**config.mk**
```make
export PLATFORM = sky130hd
export DESIGN_NAME = systolic_drain
export DESIGN_NICKNAME = d
export VERILOG_FILES = /design/src/rtl/systolic_drain.sv
export SDC_FILE = /design/constraint.sdc
export NUM_CORES = 1
export LEC_CHECK = 0
export BUFFER_PORTS_ARGS = -buffer_cell sky130_fd_sc_hd__buf_4
export CORE_ASPECT_RATIO = 2
export CORE_UTILIZATION = 55
export DETAILED_ROUTE_END_ITERATION = 10
export PLACE_DENSITY = 0.91
export SLEW_MARGIN = 5
export SYNTH_ARGS = -nofsm -noshare
export SYNTH_HDL_FRONTEND = slang
export SYNTH_SLANG_ARGS = --single-unit
```
**constraint.sdc**
```tcl
create_clock -name clk -period 5.8 [get_ports clk]
set_clock_uncertainty 0.2 [all_clocks]
set_input_delay 0.29 -clock clk [delete_from_list [all_inputs] [get_ports clk]]
set_output_delay 0.29 -clock clk [all_outputs]
set_load 0.01 [all_outputs]
```
**src/rtl/systolic_drain.sv**
```systemverilog
// Snapshots an NxN accumulator array on start and streams it out row-major
// over a valid/ready port, pulsing acc_clr once per drain and done at the end.
module systolic_drain #(
    parameter int unsigned DATA_WIDTH = 8,
    parameter int unsigned N          = 4,
    localparam int unsigned IDXW      = (N > 1) ? $clog2(N) : 1
) (
    input  logic                         clk,
    input  logic                         rst,
    input  logic                         start,
    input  logic [N*N*DATA_WIDTH-1:0]    c_flat,
    output logic                         acc_clr,
    output logic [DATA_WIDTH-1:0]        out_data,
    output logic                         out_valid,
    input  logic                         out_ready,
    output logic [IDXW-1:0]              out_row,
    output logic [IDXW-1:0]              out_col,
    output logic                         out_last,
    output logic                         busy,
    output logic                         done
);

    typedef enum logic [1:0] {
        IDLE,
        STREAM,
        DONE
    } state_t;

    state_t                r_state;
    state_t                w_next;

    logic [DATA_WIDTH-1:0] r_buf [N][N];
    logic [IDXW-1:0]       r_row;
    logic [IDXW-1:0]       r_col;
    logic                  r_acc_clr;

    logic                  w_start_ok;
    logic                  w_fire;
    logic                  w_at_end;

    assign w_start_ok = (r_state == IDLE) && start;
    assign w_fire     = (r_state == STREAM) && out_ready;
    assign w_at_end   = (r_row == IDXW'(N - 1)) && (r_col == IDXW'(N - 1));

    always_ff @(posedge clk or posedge rst) begin
        if (rst) begin
            r_state <= IDLE;
        end else begin
            r_state <= w_next;
        end
    end

    always_comb begin
        w_next = r_state;
        case (r_state)
            IDLE:    if (start) w_next = STREAM;
            STREAM:  if (w_fire && w_at_end) w_next = DONE;
            DONE:    w_next = IDLE;
            default: w_next = IDLE;
        endcase
    end

    // The linear index is kept as a (row, col) pair so out_row/out_col need no
    // divider; it stops at (N-1, N-1) and is only rewound by a new start.
    always_ff @(posedge clk or posedge rst) begin
        if (rst) begin
            r_row     <= '0;
            r_col     <= '0;
            r_acc_clr <= 1'b0;
            for (int unsigned i = 0; i < N; i++) begin
                for (int unsigned j = 0; j < N; j++) begin
                    r_buf[i][j] <= '0;
                end
            end
        end else begin
            r_acc_clr <= w_start_ok;
            if (w_start_ok) begin
                r_row <= '0;
                r_col <= '0;
                for (int unsigned i = 0; i < N; i++) begin
                    for (int unsigned j = 0; j < N; j++) begin
                        r_buf[i][j] <= c_flat[(i*N + j)*DATA_WIDTH +: DATA_WIDTH];
                    end
                end
            end else if (w_fire && !w_at_end) begin
                if (r_col == IDXW'(N - 1)) begin
                    r_col <= '0;
                    r_row <= r_row + 1'b1;
                end else begin
                    r_col <= r_col + 1'b1;
                end
            end
        end
    end

    assign acc_clr   = r_acc_clr;
    assign out_data  = r_buf[r_row][r_col];
    assign out_row   = r_row;
    assign out_col   = r_col;
    assign out_valid = (r_state == STREAM);
    assign out_last  = (r_state == STREAM) && w_at_end;
    assign busy      = (r_state == STREAM) || (r_state == DONE);
    assign done      = (r_state == DONE);

endmodule

```
## After elaboration in Yosys (flattened, before gate mapping)

Cells that the tools add are included.
Widths: inputs -> output; s select.

- Add/subtract/negate cells: 2
- Eq/ne operators: 6
- Bitwise operators: 2
- Order comparisons: 2
- Reductions and logical operators: 13
- Mux-type cells: 15

Operators with widths:

| operator | count |
|---|---|
| $bmux 32 s2 | 1 |
| $mux 32 | 2 |
| $bmux 8 s2 | 1 |
| $mux 2 | 8 |
| $mux 8 | 2 |
| $eq 2x2->1 const B | 3 |
| $ge 3x3->1 const B | 2 |
| $logic_and 1x1->1 | 6 |
| $not 2->3 | 2 |
| $add 2x1->2 const B | 2 |
| $pmux 2 s2 | 1 |
| $reduce_and 2->1 | 2 |
| $reduce_bool 2->1 | 2 |
| $eq 2x1->1 const B | 1 |
| $logic_not 2->1 | 1 |
| $ne 2x1->1 const B | 1 |
| $ne 2x2->1 const B | 1 |
| $logic_not 1->1 | 1 |
| $logic_or 1x1->1 | 1 |

- Bits of input ports: 132
- Output and inout bits: 17
- Register bits after elaboration: 135
- Logic and storage cells: 60

## Longest topological paths before layout

Gate-level depths: netlist of run 1.

- Depth in word-level cells: 7
- Gate-level depth with buffers: 7
- Depth with buffers taken out: 5

## Least setup slack after synthesis of run 1

No wires, ideal clock.

- Path type: register to output
- Start: register r_row[0], in the netlist out_row[0]
- End: output out_data[5]
- Setup slack: 3.777 ns
- Buffers on the path: 2
- Stages on the path, launching flop included: 6
- Arrival: 1.533 ns
- Path through: dfrtp_1 > buf_6 > buf_6 > mux4_1 > a22oi_1 > nand2_1

- Cells in the longest elaborated chain, start to end: 7

Ends and longest elaborated chain:

| element | line | text |
|---|---|---|
| start: declaration | 33 | `logic [IDXW-1:0] r_row;` |
| start signal: assignment | 88 | `r_row <= r_row + 1'b1;` |
| $not 2->3 (not written as such) | 97 | `assign out_data = r_buf[r_row][r_col];` |
| $bmux 32 s2 | 97 |  |
| $mux 32 (not written as such) (2 in series) | 97 |  |
| $bmux 8 s2 | 97 |  |
| $mux 8 (not written as such) (2 in series) | 97 |  |
| end: declaration | 13 | `output logic [DATA_WIDTH-1:0] out_data,` |

Every way passes these cells. The select of a mux whose other input is x is not followed.

## Worst setup path after layout of run 1

- Start: register r_row[0], in the netlist out_row[0]
- End: output out_data[1]

The elaborated chain is that of the path after synthesis.

==> out/qor.csv, run 1 <==
metric,value,unit
most frequent cells after synthesis,"dfrtp_1 (135), mux2_2 (130), buf_2 (18), a22oi_1 (16), mux4_2 (16)",
per-cell routed wire length,24.2,um
headroom to the max-slew limit,34.0,%
R2R Setup Slk,2.68,ns
Critical Path RT,5.31,ns
RSZ-0062 raised after global routing,false,
cts repair resizes,0,
DR vias,4620,
HPWL after DPL,10400,um
register area share after synthesis,54.8,%
Hold Path Depth,4,
Initial Util,56.7,%
DRT Wirelength,19500,um
Max clock buf depth,2,
post-synthesis sequential element count,135,
min-delay src,out_ready,
r2r endpoint,r_buf[67]$_DFFE_PP0P_,
clk_lat worst skew,0.42,ns
largest fanout on the critical path,18,
P&R area growth vs syn,49.1,%
clock sinks,135,
first-pass GRT wire length,29600,um
CP arrival,2.83,ns
number of distinct library cells after synthesis,28,
# setup viols final,0,
period utilization,57.3,%
Post-Syn Instances,379,
pin count of the biggest net entering global routing,80,
die width,76.9,um
CTS tree,yes,
Reg2Reg Launch Point,r_state[1]$_DFFE_PP0P_,
vias in the first global route,5354,
fmax,0.301,GHz
Final GP Congestion,0.793,
Inserted Diodes,0,
Final WS setup,2.48,ns
FP Rows,54,
Remaining DRCs,0,
post-route insts no fill,806,
Core ar.,10900,um2
Slew Limit Fails,0,
Mapped Area,6170,um2
fin crit period,3.32,ns
CTS buffer count,17,
"count leader, synth",dfrtp_1,
share of the synthesized area in the top cell type,54.8,%
initial antenna violation count,0,
PD cells,469,nW/um2
"Reg clk slew, reported paths",0.05,ns
initial DRC count,306,
CTS HTree Levels,4,
ys async rst share,100,%
switching pwr,1.38,mW
Worst Tran Pin Value,0.990,ns
GRT Overall Usage,35.7,%
leak pwr,4.03,nW
sequential share of power,40.5,%
CTS root buffer,clkbuf_16,
status,"finished, final reports clean",
Main synth FF type,dfrtp_1,
worst slack at placement,2.83,ns
Fin. Hold Viols,0,
IO buf count,148,
die area,11700,um2
Internal,2.94,mW
placed cell area,7330,um2
Worst setup SP type,flop,
Finished Cell Area,9190,um2
Synth area leader,dfrtp_1,
clock share of power,24.5,%
sw frac,31.9,%
WHS Endpoint,out_row[0]$_DFFE_PP0P_,
Comb pwr share,35.0,%
Total Nets Final,792,
Boundary Pins,149,
ranking of synthesized cells by area,"dfrtp_1 (55%), mux2_2 (24%), mux4_1 (6.4%)",
Die Ht,152,um
number of max-cap violations,0,
Register-to-Register Path Depth,5,
post-synthesis net count,518,
crit end category,primary output,
worst hold path type,primary input to flop,
Avg Vias per Cell,5.73,
Pre-antenna DRT Iters,4,
dpl cells,645,
Total Neg Setup Slack,0,ns
share of cells above drive strength 1,50.3,%
DRT antenna net count,0,
grt ovf,0,
syn avg cell area,16.3,um2
type of the worst setup path,flop to primary output,
VDD IR-drop max,0.340,mV
number of flops mapped to enable cells by yosys,0,
"Warnings, synthesis",0,
## layer usage
| layer | vias to the layer above | GRT usage, % | routed length, um |
|---|---|---|---|
| met5 | - | 0 | 0 |
| li1 | 1966 | - | - |
| met3 | 70 | 6.47 | 800 |
| met1 | 2372 | 34.5 | 6140 |
| met4 | 0 | 24.6 | 1200 |
| met2 | 212 | 67.3 | 11400 |
## state kept, by name, summed over array words and instances (netlist names)
| signal | flops |
|---|---|
| acc_clr | 1 |
| out_col | 2 |
| out_row | 2 |
| r_buf | 128 |
| r_state | 2 |
## power by group through the flow
stage	registers (mW)	logic (mW)	clock network, mW
CTS	1.68	1.46	1.04
finish	1.75	1.51	1.06
global placement	1.63	1.30	0
floorplan	1.58	1.02	0
global route	1.78	1.60	1.10
detailed placement	1.69	1.37	0
## worst max path at each step
stage,startpoint,endpoint,depth (start not counted)
global placement,r_state[0]$_DFFE_PP0P_,r_buf[102]$_DFFE_PP0P_,5
CTS,out_row[0]$_DFFE_PP0P_,out_data[7],5
finish,out_row[0]$_DFFE_PP0P_,out_data[1],5
global route,out_row[0]$_DFFE_PP0P_,out_data[1],5
floorplan,rst,acc_clr$_DFF_PP0_,1
detailed placement,r_state[1]$_DFFE_PP0P_,r_buf[68]$_DFFE_PP0P_,5
## cells in the final DEF (no fill, tap or decap)
cell type        n
buf_4          152
dfrtp_1        134
mux2_2         130
dlygate4sd3_1  129
clkbuf_16       17
mux4_2          16
a22oi_1         16
mux4_1          15
nand2_1          9
ha_1             7
inv_6            5
clkinvlp_4       4
nor2_1           3
a21oi_1          3
clkinv_2         3
inv_1            2
nor2b_1          2
and2_1           2
o21ai_0          2
clkbuf_8         2
and2_4           1
and2b_1          1
mux4_4           1
and3_1           1
or3b_2           1
nand4b_1         1
mux2i_1          1
nand3_1          1
or3_1            1
xor2_1           1
bufinv_16        1
clkinv_4         1
dfrtp_2          1
## through the flow
step	power, mW	hold WS, ns	utilization, %
after floorplan	2.60	0.242	-
after global placement	2.94	0.156	67.4
after detailed placement	3.06	0.171	67.4
after CTS	4.18	0.128	84.5
after global routing	4.48	0.176	84.5
final	4.31	0.155	84.5
## area by class of cell
cell class,count,area (um2)
flip-flops and latches,135,3380
multi-input cells,215,2620
repair buffers,281,2430
fillers,503,1690
clock buffers,19,453
well taps,140,175
clock inverters,13,119
inverters,3,16.3
## repair_timing
action                                 4_1_cts  5_1_grt
endpoints found under the hold margin      184        0
setup buffers                                0        0
hold buffers                               129        0
## logic make-up (layout without fill, tap and decap cells)
kind of cell	Yosys count	count (layout)	synth area share, %
xor gates and xnor gates	1	1	0.142
muxes	163	163	36.5
AOI/OAI and AO/OA	21	21	2.35
and+or+nand+nor	23	23	1.93
DFF	135	135	54.8
buffers and inverters	29	316	2.82
adders and majority gates	7	7	1.42
## worst max-delay path, stage by stage (launching register included)
cell and delay [ns]:
dfrtp_2 0.76, buf_4 0.45, mux4_1 0.69, a22oi_1 0.21, nand2_1 0.12, buf_4 0.17
(Power assumes the default switching activity.)
==> run 2: changes to the inputs <==
--- a/config.mk
+++ b/config.mk
@@ -7,9 +7,9 @@
 export LEC_CHECK = 0
 export BUFFER_PORTS_ARGS = -buffer_cell sky130_fd_sc_hd__buf_4
 export CORE_ASPECT_RATIO = 2
-export CORE_UTILIZATION = 55
+export CORE_UTILIZATION = 54
 export DETAILED_ROUTE_END_ITERATION = 10
-export PLACE_DENSITY = 0.91
+export PLACE_DENSITY = 0.89
 export SLEW_MARGIN = 5
 export SYNTH_ARGS = -nofsm -noshare
 export SYNTH_HDL_FRONTEND = slang
==> constraint.sdc (replaced) <==
create_clock -name clk -period 3.14 [get_ports clk]
set_clock_uncertainty 0.2 [all_clocks]
set_input_delay 0.157 -clock clk [delete_from_list [all_inputs] [get_ports clk]]
set_output_delay 0.157 -clock clk [all_outputs]
set_load 0.01 [all_outputs]
==> run 2 against run 1 <==
Compared with the run above:
- setup slack worse by 2.2 ns
- clock power increased by 79%
- non-clock buffer count rose by 6
- register-to-register slack got worse by 1.9 ns
- sequential power up 86%
- critical path depth stayed put
- sequential share of layout area decreased by 0.30 points
- via count is 1.8% higher
- die area increased by 1.8%
- utilization decreased by 0.34 points
- clock-buffer cell count rose by 5
- critical endpoint is now out_data[3]
- largest power group unchanged
- highest routed layer unchanged
==> out/qor.csv, run 2 (synthesis gave the netlist of run 1 again) <==
metric,value,unit,change
status,"finished, final reports clean",,
clock share of power,23.7,%,-0.8 points
Remaining DRCs,0,,unchanged
fmax,0.346,GHz,
sequential share of power,40.7,%,+0.2 points
Fin. Hold Viols,0,,unchanged
Total Neg Setup Slack,0,ns,unchanged
met3 Track Usage GR,7.40,%,+0.94 points
Biggest register,r_buf,,
fin crit period,2.89,ns,
GRT Overall Usage,35.8,%,+0.14 points
met1 usage,35.5,%,+1.1 points
HPWL after DPL,11100,um,+6.8%
clock sinks,135,,unchanged
Max clock buf depth,2,,unchanged
worst hold path type,primary input to flop,,
worst slack at placement,0.759,ns,-2.07 ns
WHS Endpoint,r_state[1]$_DFFE_PP0P_,,
hold_ws,0.0859,ns,-0.0687 ns
Worst path slowest cell,mux4_1,,
CP arrival,2.53,ns,-0.30 ns
Comb pwr share,35.6,%,+0.6 points
grt ovf,0,,unchanged
setup bufs post-CTS,0,,unchanged
Boundary Pins,149,,unchanged
crit end category,primary output,,
Avg Vias per Cell,5.76,,+0.57%
P&R area growth vs syn,50.3,%,
DR vias,4704,,+1.8%
Die Ht,153,um,+0.91%
IO buf count,148,,unchanged
global route hottest layer,met2,,
Initial Util,56.0,%,-0.70 points
WP buf/inv,2,,unchanged
post-layout util,84.2,%,-0.34 points
CTS tree,yes,,
largest fanout on the critical path,25,,+7
Register-to-Register Path Depth,5,,unchanged
VDD IR-drop max,0.641,mV,+89%
Internal,5.46,mW,+86%
min-delay src,start,,
initial antenna violation count,4,,+4
CTS buffer count,17,,unchanged
CTS HTree Levels,4,,unchanged
die width,77.6,um,+0.90%
headroom to the max-slew limit,43.8,%,+9.8 points
met2 Resource Use GR,64.9,%,-2.5 points
cts repair resizes,0,,unchanged
pin count of the biggest net entering global routing,68,,-15%
Core ar.,11000,um2,+1.2%
DRT antenna net count,0,,unchanged
Pre-antenna DRT Iters,4,,unchanged
Pwr Total,8.00,mW,+85%
max incr delay on CP,0.63,ns,-0.13 ns
CTS Hold Bufs,130,,+0.78%
Final GP Congestion,0.798,,+0.61%
DRT Wirelength,19800,um,+1.7%
Final WS setup,0.253,ns,-2.22 ns
CTS root buffer,clkbuf_16,,
PD cells,863,nW/um2,+84%
r2r endpoint,r_buf[56]$_DFFE_PP0P_,,
Hold Path Depth,4,,unchanged
FP Rows,54,,unchanged
R2R Setup Slk,0.77,ns,-1.91 ns
RSZ-0062 raised after global routing,false,,
"commonest non-fill, non-tap cell in the layout",buf_4,,
Worst Tran Pin Value,0.841,ns,-0.149 ns
share of cells above drive strength 1,50.0,%,-0.30 points
type of the worst setup path,flop to primary output,,
worst setup path start,out_row[0]$_DFFE_PP0P_,,
"Reg clk slew, reported paths",0.06,ns,about the same
# setup viols final,0,,unchanged
number of max-cap violations,0,,unchanged
Worst setup SP type,flop,,
Crit path max-delay family,multiplexers,,
switching pwr,2.54,mW,+84%
per-cell routed wire length,24.3,um,+0.46%
Largest register FFs,128,,unchanged
leak pwr,4.06,nW,+0.73%
clk_lat worst skew,0.42,ns,about the same
vias in the first global route,5431,,+1.4%
period utilization,91.9,%,
first-pass GRT wire length,30300,um,+2.3%
most frequent cells in the layout,"buf_4 (154), dfrtp_1 (134), mux2_2 (130), dlygate4sd3_1 (130), clkbuf_16 (17)",,
die area,11900,um2,+1.8%
initial DRC count,273,,-11%
cell chain of the critical path,"buf_12, mux4_1, a22oi_1, nand2_1, buf_4",,
Critical Path RT,2.78,ns,-2.53 ns
Slew Limit Fails,0,,unchanged
Total Nets Final,798,,+0.76%
Reg2Reg Launch Point,r_state[1]$_DFFE_PP0P_,,
sw frac,31.8,%,-0.17 points
-- run 2: layout make-up --
class                           instances  area (um2)
Fill cell                             501        1750
Clock buffer                           24         482
Sequential cell                       135        3380
Inverter                                3        15.0
Multi-Input combinational cell        215        2620
Clock inverter                          8        72.6
Timing Repair Buffer                  287        2520
Antenna cell                            4        10.0
Tap cell                              140         175
-- run 2: worst max-delay path by stage --
| stage | to | cells past startpoint |
|---|---|---|
| 2_1_floorplan | acc_clr$_DFF_PP0_ | 1 |
| 3_3_place_gp | out_data[3] | 5 |
| 3_5_place_dp | out_data[3] | 5 |
| 4_1_cts | out_data[3] | 5 |
| 5_1_grt | out_data[3] | 5 |
| 6_report | out_data[3] | 5 |
-- run 2: per-stage QoR --
step,area [um2],cells
5_1_grt,9270,816
6_report,9270,816
2_1_floorplan,6170,379
4_1_cts,9260,812
3_3_place_gp,7400,650
3_5_place_dp,7400,650
-- run 2: power by group through the flow --
stage          registers (mW)  clock network (mW)  logic [mW]
2_1_floorplan            2.92                   0        1.89
3_3_place_gp             3.08                   0        2.44
3_5_place_dp             3.16                   0        2.56
4_1_cts                  3.15                1.87        2.72
5_1_grt                  3.31                1.99        3.00
6_report                 3.26                1.90        2.84
-- run 2: layer usage --
layer / vias to the layer above / wire length (um)
li1: 1994 / -
met1: 2384 / 6320
met2: 231 / 11200
met3: 95 / 891
met4: 0 / 1400
met5: - / 0
-- run 2: tightest hold or removal path, stage by stage --
cell and delay, ns:
buf_4 0.12, nor2b_1 0.10, a21oi_1 0.07, mux2_2 0.22
==> run 3: changes to the inputs <==
--- a/config.mk
+++ b/config.mk
@@ -10,7 +10,9 @@
 export CORE_UTILIZATION = 54
 export DETAILED_ROUTE_END_ITERATION = 10
 export PLACE_DENSITY = 0.89
+export RECOVER_POWER = 50
 export SLEW_MARGIN = 5
 export SYNTH_ARGS = -nofsm -noshare
 export SYNTH_HDL_FRONTEND = slang
 export SYNTH_SLANG_ARGS = --single-unit
+export TNS_END_PERCENT = 100
==> run 3 against run 2 <==
Compared with the run above:
- the run now ends with capacitance limit, slew limit left
- register-to-register slack worse by 0.27 ns
- global-route usage stayed put
- non-clock buffer count did not move
- sequential share of layout area increased by 0.18 points
- clock power is essentially flat
- critical endpoint unchanged
==> out/qor.csv, run 3 (synthesis gave the netlist of run 1 again) <==
metric,value,unit,change
clk_lat worst skew,0.41,ns,about the same
R2R Setup Slk,0.50,ns,-0.27 ns
CTS tree,yes,,
die width,77.6,um,unchanged
CP arrival,2.51,ns,-0.02 ns
Largest register FFs,128,,unchanged
DRT Wirelength,19800,um,-0.11%
type of the worst setup path,flop to primary output,,
headroom to the max-slew limit,-11.6,%,-55 points
clock sinks,135,,unchanged
first-pass GRT wire length,30300,um,unchanged
pin count of the biggest net entering global routing,68,,unchanged
Worst setup SP type,flop,,
period utilization,91.4,%,-0.54 points
Pre-antenna DRT Iters,4,,unchanged
setup bufs post-CTS,0,,unchanged
Comb pwr share,35.3,%,-0.3 points
VDD IR-drop max,0.633,mV,-1.2%
Avg Vias per Cell,5.76,,about the same
leak pwr,4.03,nW,-0.84%
PD cells,863,nW/um2,about the same
Biggest register,r_buf,,
CTS root buffer,clkbuf_16,,
FP Rows,54,,unchanged
RSZ-0062 raised after global routing,false,,
crit end category,primary output,,
vias in the first global route,5431,,unchanged
most frequent cells in the layout,"buf_4 (145), dfrtp_1 (134), mux2_2 (130), dlygate4sd3_1 (130), clkbuf_16 (17)",,
Internal,5.42,mW,-0.61%
DR vias,4702,,-0.043%
Core ar.,11000,um2,unchanged
die area,11900,um2,unchanged
Die Ht,153,um,unchanged
wire length on met2,11200,um,-0.23%
Multi-input gate area,2620,um2,about the same
fin crit period,2.87,ns,-0.0170 ns
# setup viols final,0,,unchanged
switching pwr,2.54,mW,-0.20%
CTS buffer count,17,,unchanged
Critical Path RT,2.78,ns,about the same
wire length on met1,6270,um,-0.87%
min-delay src,start,,
Hold Path Depth,4,,unchanged
Remaining DRCs,0,,unchanged
status,finished with violations,,
fill cell count,511,,+2.0%
worst hold path type,primary input to flop,,
WHS Endpoint,r_state[1]$_DFFE_PP0P_,,
P&R area growth vs syn,49.6,%,
initial DRC count,266,,-2.6%
clock share of power,23.8,%,about the same
sw frac,31.9,%,+0.090 points
initial antenna violation count,4,,unchanged
grt ovf,0,,unchanged
CTS HTree Levels,4,,unchanged
IO buf count,148,,unchanged
Fin. Hold Viols,0,,unchanged
Initial Util,56.0,%,unchanged
Final GP Congestion,0.798,,unchanged
r2r endpoint,r_buf[56]$_DFFE_PP0P_,,
Boundary Pins,149,,unchanged
cts repair resizes,0,,unchanged
Register-to-Register Path Depth,5,,unchanged
Reg2Reg Launch Point,r_state[1]$_DFFE_PP0P_,,
Total Nets Final,798,,unchanged
Worst Tran Pin Value,1.66,ns,+0.824 ns
Slew Limit Fails,36,,+36
fmax,0.348,GHz,+0.59%
post-layout util,83.7,%,-0.41 points
GRT Overall Usage,35.8,%,unchanged
HPWL after DPL,11100,um,unchanged
share of cells above drive strength 1,49.0,%,-1.0 points
DRT antenna net count,0,,unchanged
Max clock buf depth,2,,unchanged
failing checks,"capacitance limit, slew limit",,
met3 routed WL,982,um,+10%
top sig layer,met4,,
number of max-cap violations,1,,+1
sequential share of power,40.9,%,+0.2 points
"Reg clk slew, reported paths",0.06,ns,about the same
register area,3380,um2,unchanged
Total Neg Setup Slack,0,ns,unchanged
largest fanout on the critical path,25,,unchanged
"commonest non-fill, non-tap cell in the layout",buf_4,,
per-cell routed wire length,24.3,um,-0.11%
run 3: cell count changes in the layout (fill, tap and decap cells not counted):
cell,delta
and2_2,+1
and2_4,-1
buf_12,-1
buf_4,-9
clkbuf_1,+7
clkbuf_2,+1
clkbuf_4,+2
clkinvlp_2,+1
clkinvlp_4,-1
run 3: critical path, stage by stage, from the launching register on:
cell	delay, ns
dfrtp_2	0.59
buf_12	0.27
mux4_1	0.63
a22oi_1	0.29
nand2_1	0.14
buf_4	0.17
run 3: timing repair:
item / in CTS / in global routing
endpoints found under the setup margin: 0 / 0
hold buffers: 130 / 0
hold endpoints to repair: 162 / 0
run 3: area by class of cell:
type | count | area share [%]
repair buffers | 287 | 26.8
clock buffers | 24 | 5.22
clock inverters | 8 | 0.787
flip-flops and latches | 135 | 36.6
inverters | 3 | 0.136
multi-input cells | 215 | 28.4
diodes | 4 | 0.109
well taps | 140 | 1.90
run 3: worst max path at each step:
stage	start	end	slack [ns]
floorplan	rst	acc_clr$_DFF_PP0_	1.10
global placement	out_row[0]$_DFFE_PP0P_	out_data[3]	0.79
detailed placement	out_row[0]$_DFFE_PP0P_	out_data[3]	0.76
CTS	out_row[0]$_DFFE_PP0P_	out_data[3]	0.32
global route	out_row[0]$_DFFE_PP0P_	out_data[3]	0.10
finish	out_row[0]$_DFFE_PP0P_	out_data[3]	0.27
run 3: per-stage QoR:
stage               cell area (um2)  setup WS (ns)  instances  hold slack [ns]  power [mW]
finish                         9220          0.270        816           0.0869        7.96
floorplan                      6170           1.10        379            0.109        4.81
detailed placement             7400          0.759        650            0.146        5.72
global placement               7400          0.791        650            0.116        5.52
global route                   9220          0.103        816            0.133        8.28
CTS                            9260          0.324        812           0.0848        7.74
run 3: routing by layer:
layer	GRT usage [%]	up-vias
li1	-	1990
met1	35.5	2371
met2	64.9	247
met3	7.40	94
met4	24.5	0
met5	0	-
run 3: power by group through the flow:
stage / logic (mW) / clock network (mW) / registers, mW
finish: 2.81 / 1.90 / 3.26
global route: 2.97 / 1.99 / 3.31
CTS: 2.72 / 1.87 / 3.15
detailed placement: 2.56 / 0 / 3.16
global placement: 2.44 / 0 / 3.08
floorplan: 1.89 / 0 / 2.92
